[config.mk]
export PLATFORM = sky130hd
export DESIGN_NAME = pmp_cfg_csr
export DESIGN_NICKNAME = d
export VERILOG_FILES = /design/src/rtl/ibex_pkg.sv /design/src/rtl/pmp_cfg_legalize.sv /design/src/rtl/pmp_cfg_csr.sv
export SDC_FILE = /design/constraint.sdc
export NUM_CORES = 1
export LEC_CHECK = 0
export BUFFER_PORTS_ARGS = -buffer_cell sky130_fd_sc_hd__buf_4
export CORE_MARGIN = 4
export CORE_UTILIZATION = 38
export CTS_CLUSTER_DIAMETER = 100
export DETAILED_ROUTE_END_ITERATION = 10
export PLACE_DENSITY_LB_ADDON = 0.3
export SKIP_CTS_REPAIR_TIMING = 1
export SLEW_MARGIN = 15
export SYNTH_ARGS = -nofsm -noshare
export SYNTH_HDL_FRONTEND = slang
export SYNTH_SLANG_ARGS = --single-unit
[constraint.sdc]
create_clock -name clk_i -period 3.15 [get_ports clk_i]
set_clock_uncertainty 0.15 [all_clocks]
set_input_delay 0.4725 -clock clk_i [delete_from_list [all_inputs] [get_ports clk_i]]
set_output_delay 0.4725 -clock clk_i [all_outputs]
set_load 0.02 [all_outputs]
[src/rtl/ibex_pkg.sv]
// Shared PMP types: region configuration payload, CSR stage FSM states and sizing constants.
package ibex_pkg;

  localparam int unsigned PMP_MAX_REGIONS = 16;
  localparam int unsigned PMP_CFG_W       = 4;
  localparam int unsigned PMP_IDX_W       = 4;

  typedef struct packed {
    logic lock;
    logic exec;
    logic write;
    logic read;
  } pmp_cfg_t;

  localparam pmp_cfg_t PMP_CFG_RST = '0;

  typedef enum logic [1:0] {
    PMP_CSR_IDLE = 2'd0,
    PMP_CSR_EXEC = 2'd1,
    PMP_CSR_RESP = 2'd2
  } pmp_csr_state_e;

endpackage

[src/rtl/pmp_cfg_legalize.sv]
// Maps raw CSR write data onto a legal pmp_cfg_t (W without R is reserved and reads back as W=0).
module pmp_cfg_legalize
  import ibex_pkg::*;
(
  input  logic [PMP_CFG_W-1:0] wdata_i,
  output pmp_cfg_t             legal_cfg_c
);

  always_comb begin
    legal_cfg_c = pmp_cfg_t'(wdata_i);
    if (legal_cfg_c.write && !legal_cfg_c.read) begin
      legal_cfg_c.write = 1'b0;
    end
  end

endmodule

[src/rtl/pmp_cfg_csr.sv]
// PMP configuration CSR write/readback stage: request FSM, lock check and per-region storage.
// Build macro PMP_CFG_SHADOW_EN adds inverted shadow copies with a sticky integrity alarm.
module pmp_cfg_csr
  import ibex_pkg::*;
#(
  parameter bit          PMPEnable     = 1'b1,
  parameter int unsigned PMPNumRegions = 2
) (
  input  logic                         clk_i,
  input  logic                         rst_ni,
  input  logic                         req_valid_i,
  output logic                         req_ready_o,
  input  logic                         req_we_i,
  input  logic [PMP_IDX_W-1:0]         req_idx_i,
  input  logic [PMP_CFG_W-1:0]         req_wdata_i,
  output logic                         rsp_valid_o,
  input  logic                         rsp_ready_i,
  output logic [PMP_CFG_W-1:0]         rsp_rdata_o,
  output logic                         rsp_err_o,
  output logic                         cfg_update_o,
  output pmp_cfg_t [PMPNumRegions-1:0] pmp_cfg_o,
  output logic                         shadow_alarm_o
);

  localparam int unsigned IdxCmpW = PMP_IDX_W + 1;

  pmp_csr_state_e r_state, w_state_nxt;
  logic           w_accept;
  logic           w_exec;

  logic                 r_we;
  logic [PMP_IDX_W-1:0] r_idx;
  logic [PMP_CFG_W-1:0] r_wdata;

  logic     r_req_ready, r_rsp_valid, r_rsp_err, r_cfg_update;
  pmp_cfg_t r_rsp_rdata;

  pmp_cfg_t [PMPNumRegions-1:0] w_cfg;
  pmp_cfg_t w_cur, w_legal, w_rdata;
  logic     w_idx_ok, w_locked, w_err, w_do_write, w_changed;

  // State register
  always_ff @(posedge clk_i or negedge rst_ni) begin
    if (!rst_ni) r_state <= PMP_CSR_IDLE;
    else         r_state <= w_state_nxt;
  end

  // Next-state: one request in flight, EXEC always lasts exactly one cycle
  always_comb begin
    w_state_nxt = r_state;
    w_accept    = 1'b0;
    w_exec      = 1'b0;
    case (r_state)
      PMP_CSR_IDLE: begin
        if (req_valid_i) begin
          w_accept    = 1'b1;
          w_state_nxt = PMP_CSR_EXEC;
        end
      end
      PMP_CSR_EXEC: begin
        w_exec      = 1'b1;
        w_state_nxt = PMP_CSR_RESP;
      end
      PMP_CSR_RESP: begin
        if (rsp_ready_i) w_state_nxt = PMP_CSR_IDLE;
      end
      default: w_state_nxt = PMP_CSR_IDLE;
    endcase
  end

  // Request capture
  always_ff @(posedge clk_i or negedge rst_ni) begin
    if (!rst_ni) begin
      r_we    <= 1'b0;
      r_idx   <= '0;
      r_wdata <= '0;
    end else if (w_accept) begin
      r_we    <= req_we_i;
      r_idx   <= req_idx_i;
      r_wdata <= req_wdata_i;
    end
  end

  pmp_cfg_legalize u_legalize (
    .wdata_i     (r_wdata),
    .legal_cfg_c (w_legal)
  );

  // Current value of the addressed region (zero when out of range)
  always_comb begin
    w_cur = PMP_CFG_RST;
    for (int unsigned i = 0; i < PMPNumRegions; i++) begin
      if (r_idx == PMP_IDX_W'(i)) w_cur = w_cfg[i];
    end
  end

  assign w_idx_ok   = ({1'b0, r_idx} < IdxCmpW'(PMPNumRegions));
  assign w_locked   = w_idx_ok & w_cur.lock;
  assign w_err      = PMPEnable & (!w_idx_ok | (r_we & w_locked));
  assign w_do_write = PMPEnable & r_we & w_idx_ok & !w_locked;
  assign w_changed  = w_do_write & (w_legal != w_cur);
  assign w_rdata    = w_idx_ok ? w_cur : PMP_CFG_RST;

  if (PMPEnable) begin : g_storage
    pmp_cfg_t [PMPNumRegions-1:0] r_cfg;

    always_ff @(posedge clk_i or negedge rst_ni) begin
      if (!rst_ni) begin
        r_cfg <= {PMPNumRegions{PMP_CFG_RST}};
      end else if (w_exec && w_do_write) begin
        for (int unsigned i = 0; i < PMPNumRegions; i++) begin
          if (r_idx == PMP_IDX_W'(i)) r_cfg[i] <= w_legal;
        end
      end
    end

    assign w_cfg = r_cfg;
  end else begin : g_no_storage
    assign w_cfg = {PMPNumRegions{PMP_CFG_RST}};
  end

  // Response and handshake outputs, registered off the next state
  always_ff @(posedge clk_i or negedge rst_ni) begin
    if (!rst_ni) begin
      r_req_ready  <= 1'b1;
      r_rsp_valid  <= 1'b0;
      r_rsp_err    <= 1'b0;
      r_rsp_rdata  <= PMP_CFG_RST;
      r_cfg_update <= 1'b0;
    end else begin
      r_req_ready  <= (w_state_nxt == PMP_CSR_IDLE);
      r_rsp_valid  <= (w_state_nxt == PMP_CSR_RESP);
      r_cfg_update <= w_exec & w_changed;
      if (w_exec) begin
        r_rsp_err   <= w_err;
        r_rsp_rdata <= w_rdata;
      end
    end
  end

`ifdef PMP_CFG_SHADOW_EN
  pmp_cfg_t [PMPNumRegions-1:0] r_shadow;
  logic                         r_alarm;

  // Shadow holds the inverse of each region, written on the same edge as the primary
  always_ff @(posedge clk_i or negedge rst_ni) begin
    if (!rst_ni) begin
      r_shadow <= {PMPNumRegions{pmp_cfg_t'(~PMP_CFG_RST)}};
      r_alarm  <= 1'b0;
    end else begin
      r_alarm <= r_alarm | (w_cfg != ~r_shadow);
      if (w_exec && w_do_write) begin
        for (int unsigned i = 0; i < PMPNumRegions; i++) begin
          if (r_idx == PMP_IDX_W'(i)) r_shadow[i] <= pmp_cfg_t'(~w_legal);
        end
      end
    end
  end

  assign shadow_alarm_o = r_alarm;
`else
  assign shadow_alarm_o = 1'b0;
`endif

  assign req_ready_o  = r_req_ready;
  assign rsp_valid_o  = r_rsp_valid;
  assign rsp_err_o    = r_rsp_err;
  assign rsp_rdata_o  = r_rsp_rdata;
  assign cfg_update_o = r_cfg_update;
  assign pmp_cfg_o    = w_cfg;

endmodule

**After elaboration in Yosys (flattened, before gate mapping)**

Index checks and enable logic that the tools add are counted.

- Word-level logic and storage cells: 53
- Register bits: 27

- Bitwise operators: 7
- Multiplexer cells: 10
- Eq/ne operators: 5
- Order comparisons: 1
- Reductions and logical operators: 10

Operators by type and width:

| operator | count |
|---|---|
| two-way mux 4 bit | 3 |
| AND 1 bit | 6 |
| case mux 2 bit (3 select lines) | 1 |
| equality test 2 bit (second input constant) | 2 |
| equality test 4 x 1 -> 1 bit (second input constant) | 1 |
| logical NOT 2 bit | 2 |
| logical NOT 4 bit | 1 |
| less-than comparator 4 x 2 -> 1 bit (second input constant) | 1 |
| two-way mux 1 bit | 4 |
| two-way mux 2 bit | 2 |
| != test 4 bit | 1 |
| AND reduction 2 bit | 2 |
| logical NOT 1 bit | 3 |
| equality test 2 x 1 -> 1 bit (second input constant) | 1 |
| logical AND 1 bit | 2 |
| OR 1 bit | 1 |

**Depth between registers and ports, before layout**

- Depth after elaboration: 8
- Gate-level depth with buffers: 5
- Mapped depth without buffers: 4

**Modules after synthesis**

Synthesis repeated with hierarchy kept, for this count alone.

- Cell total of the unflattened synthesis: 89
- Area total of the unflattened synthesis: 1176.1 µm²

By module, submodules not included:

| module | instances | area each (µm²) | cells an instance |
|---|---|---|---|
| pmp_cfg_csr | 1 | 1147.4 | 85 |
| pmp_cfg_legalize | 1 | 28.8 | 4 |

**Worst setup path after synthesis**

Ideal clock, no wire load.

- Path kind: reg-to-reg
- Start: reg r_idx[2]
- End: reg g_storage.r_cfg, in the netlist pmp_cfg_o[0]
- Period minus slack after synthesis: 1.623 ns
- Path buffers: 0
- Setup slack: 1.527 ns
- Arrival time: 1.348 ns
- Stages on the path, launching flop included: 5
- Required time: 2.875 ns
- Library setup time: 0.125 ns
- Cell sequence: dfrtp_1 -> nor3_2 -> nand3_2 -> or3_4 -> mux2_4

- Cells in the longest elaborated chain, start to end: 8

RTL lines:

| item | line | source |
|---|---|---|
| start, declared | pmp_cfg_csr.sv:32 | `logic [PMP_IDX_W-1:0] r_idx;` |
| start signal, assigned | pmp_cfg_csr.sv:79 | `r_idx <= req_idx_i;` |
| logical NOT 4 bit | pmp_cfg_csr.sv:93, pmp_cfg_csr.sv:112 |  |
| two-way mux 4 bit (2 in series) | pmp_cfg_csr.sv:93 | `if (r_idx == PMP_IDX_W'(i)) w_cur = w_cfg[i];` |
| AND 1 bit | pmp_cfg_csr.sv:98 | `assign w_locked = w_idx_ok & w_cur.lock;` |
| logical NOT 1 bit | pmp_cfg_csr.sv:100 | `assign w_do_write = PMPEnable & r_we & w_idx_ok & !w_locked;` |
| AND 1 bit | pmp_cfg_csr.sv:100 |  |
| logical AND 1 bit | pmp_cfg_csr.sv:110 | `end else if (w_exec && w_do_write) begin` |
| AND reduction 2 bit (no source line) (*) | n/a |  |
| end signal, assigned | pmp_cfg_csr.sv:109 | `r_cfg <= {PMPNumRegions{PMP_CFG_RST}};` |
| end signal, assigned by index | pmp_cfg_csr.sv:112 | `if (r_idx == PMP_IDX_W'(i)) r_cfg[i] <= w_legal;` |
| end, declared | pmp_cfg_csr.sv:105 | `pmp_cfg_t [PMPNumRegions-1:0] r_cfg;` |

Mark *: on every way between the ends. The rest lies on a longest branch, timed or not.
A chain may end at the register's enable or synchronous reset.

**Final worst setup path**

- Start: reg r_idx[2]
- End: reg g_storage.r_cfg, in the netlist pmp_cfg_o[1]

The elaborated chain is that of the path after synthesis.

==> parameters.txt <==
Parameter                              Value

Clock network
  Clock tree buffer depth    2
  Root buf cell    sky130_fd_sc_hd__clkbuf_4
  Clock slew at reported path FFs    140 ps
  Clock buffers created by TritonCTS    3
  Clock net sink count    27
  CTS tree    built
  Clk Latency, worst-skew pair    320 ps
  Level count of the clock H-tree    1

Final layout
  Nets@finish    130
  Commonest non-fill, non-tap cells in the layout    29 x sky130_fd_sc_hd__buf_4, 26 x sky130_fd_sc_hd__dfrtp_1, 13 x sky130_fd_sc_hd__mux2_2, 7 x sky130_fd_sc_hd__nand2_1, 4 x sky130_fd_sc_hd__mux2i_1
  Number of antenna diodes    0
  Fin util    50.5%
  Layout-stage area growth over the synthesis result    23.4%
  Leading cell type in the layout, fill and taps excluded    sky130_fd_sc_hd__buf_4
  Share of final-layout standard cells stronger than drive strength 1    50.9%

Floorplanning
  Die extent in x    63.4 um
  Die area    4020 um2
  Vert. Die Dim    63.4 um
  Total core area    2850 um2
  Effective utilization at floorplan    40.9%
  Number of core rows    19
  Count of pins on the block boundary    30

STA
  Count of final setup violators    0
  Count of endpoints failing hold in the final timing report    0
  Fin crit share    53.9%
  Max-slew violation total from the final report    0
  Shortest period the worst path allows    1700 ps
  Hold slack final    179 ps
  Upper clock frequency limit    0.589 GHz
  Final worst-path setup slack    1450 ps
  Total negative slack    0 ps
  RSZ-0062 raised after global routing    no

Synth
  Yosys cell types    30
  Post-Synthesis Net Count    99
  Fraction of registers with async set or reset after synthesis    100%
  Number of flops mapped to enable cells by yosys    0
  Proportion of synthesized chip area in sequential cells    58.0%
  Post-synthesis cell area    1170 um2
  Syn Area/Cell    13.6 um2
  Flip-flop cell with the highest count after synthesis    sky130_fd_sc_hd__dfrtp_1
  Post-Synthesis Cells    86
  #FFs+latches synth    27
  Yosys warnings    0

Place
  Detail Placement HPWL    1610 um
  Placer Congestion    0.781
  Worst setup timing slack at the placement stage    1470 ps
  Count of buffers from port buffering    28

Worst setup path
  CP Capture Type    flip-flop
  Capture instance of the worst register-to-register path    pmp_cfg_o[1]
  WP data required    3210 ps
  Logic depth of the worst register-to-register path    4
  CP arrival    1760 ps
  Reg-to-reg slack, setup    1450 ps
  Critical Setup Path Class    reg -> reg
  R2R Path Start    r_idx[2]
  Crit path launch type    flip-flop
  Max Fanout on Critical Path    3

Routing
  Count of antenna-violating nets left after detailed routing    0
  Final routed wirelength across all metal layers    2020 um
  Routed length per placed instance    13.7 um
  Detail Route met3 WL    92 um
  Met2 routed WL    981 um
  Length of routed wiring on met1    923 um
  Drc violations    0
  Max layer used    met4
  Number of search-and-repair iterations in the first detailed-routing pass    3
  Routed via count divided by cell count    4.91
  Routed via count    722
  Drt first-iter violations    2

Worst hold path
  Worst Hold Launch    rsp_ready_i
  Type of the tightest min-delay check    in -> reg
  Worst hold endpoint    rsp_valid_o
  Number of stages on the worst hold path    2

Power and ir drop
  Peak VDD IR    0.539 mV
  Power density cells    932 nW/um2
  Leakage power total    0.692 nW

Global route
  Combined global-route utilization of all metal layers    11.5%
  Via count of the first global-routing pass    804
  First-pass GRT wire length    3770 um
  Total grt overflow    0
  Maximum number of pins on one net before global-route repair    28
  Number of antenna violations at the first check in global routing    0

Status
  Outcome    finished, final reports clean

Run
  # Max-Cap Violations    0
-- kinds of logic (layout without fill, tap and decap cells) --
family | count (synthesis) | count (layout) | share of synthesized area, %
AOI/OAI and AO/OA | 9 | 9 | 5.04
xor gates and xnor gates | 3 | 3 | 2.25
DFF | 27 | 27 | 58.0
muxes | 20 | 20 | 19.8
buffers and inverters | 4 | 34 | 1.82
and+or+nand+nor | 22 | 22 | 12.8
other | 1 | 1 | 0.321
-- flip-flops by register name, indices dropped and copies added (netlist names) --
name and cells:
rsp_valid_o 1, req_ready_o 1, cfg_update_o 1, r_idx 4, r_we 1, r_wdata 4, r_state 2, rsp_err_o 1
pmp_cfg_o 8, rsp_rdata_o 4
-- final cells by class --
| type | instances | area, um2 |
|---|---|---|
| fillers | 262 | 1410 |
| flip-flops and latches | 27 | 677 |
| multi-input cells | 55 | 469 |
| repair buffers | 30 | 228 |
| well taps | 31 | 38.8 |
| clock buffers | 3 | 22.5 |
| clock inverters | 1 | 5.00 |
-- critical path, cell delays in order, from the launching register on --
cell and delay, ps:
sky130_fd_sc_hd__dfrtp_1 420, sky130_fd_sc_hd__nor3_2 220, sky130_fd_sc_hd__nand3_2 130, sky130_fd_sc_hd__or3_4 380
sky130_fd_sc_hd__mux2_4 300
-- Yosys cell counts, types with 2 or more instances --
| master | n | area, um2 |
|---|---|---|
| sky130_fd_sc_hd__nor2_1 | 2 | 7.51 |
| sky130_fd_sc_hd__mux2_4 | 3 | 45.0 |
| sky130_fd_sc_hd__o31ai_1 | 2 | 15.0 |
| sky130_fd_sc_hd__nand2_1 | 7 | 26.3 |
| sky130_fd_sc_hd__dfrtp_1 | 26 | 651 |
| sky130_fd_sc_hd__mux2_2 | 13 | 146 |
| sky130_fd_sc_hd__xnor2_1 | 3 | 26.3 |
| sky130_fd_sc_hd__or3_4 | 2 | 22.5 |
| sky130_fd_sc_hd__mux2i_1 | 4 | 40.0 |
| sky130_fd_sc_hd__buf_2 | 2 | 10.0 |
| sky130_fd_sc_hd__o21ai_0 | 3 | 15.0 |
-- metrics by stage --
| stage | cell area (um2) | power, W | instances |
|---|---|---|---|
| after floorplan | 1170 | 0.00101 | 86 |
| after global placement | 1400 | 0.00121 | 142 |
| after detailed placement | 1400 | 0.00122 | 142 |
| after CTS | 1430 | 0.00136 | 146 |
| after global routing | 1440 | 0.00144 | 147 |
| final | 1440 | 0.00134 | 147 |
-- power by group --
group / total, W / internal (W) / leakage [nW] / switching (W)
logic: 0.000560 / 0.000302 / 0.331 / 0.000258
clock network: 0.000143 / 0.0000475 / 0.0177 / 0.0000956
registers: 0.000639 / 0.000495 / 0.343 / 0.000144
-- worst max path at each step --
stage | start | endpoint | slack (ps) | cells past startpoint
6_report | r_idx[2] | pmp_cfg_o[1] | 1450 | 4
5_1_grt | r_idx[3] | pmp_cfg_o[4] | 1340 | 4
4_1_cts | r_idx[2] | pmp_cfg_o[1] | 1450 | 4
3_5_place_dp | r_idx[2] | pmp_cfg_o[1] | 1470 | 4
3_3_place_gp | r_idx[2] | pmp_cfg_o[2] | 1490 | 4
2_1_floorplan | r_idx[2] | pmp_cfg_o[0] | 1530 | 4
-- layer usage --
layer,up-vias,GRT usage (%)
li1,357,-
met1,347,15.1
met2,16,18.8
met3,2,2.49
met4,0,4.04
met5,-,0
(Power assumes the default switching activity.)
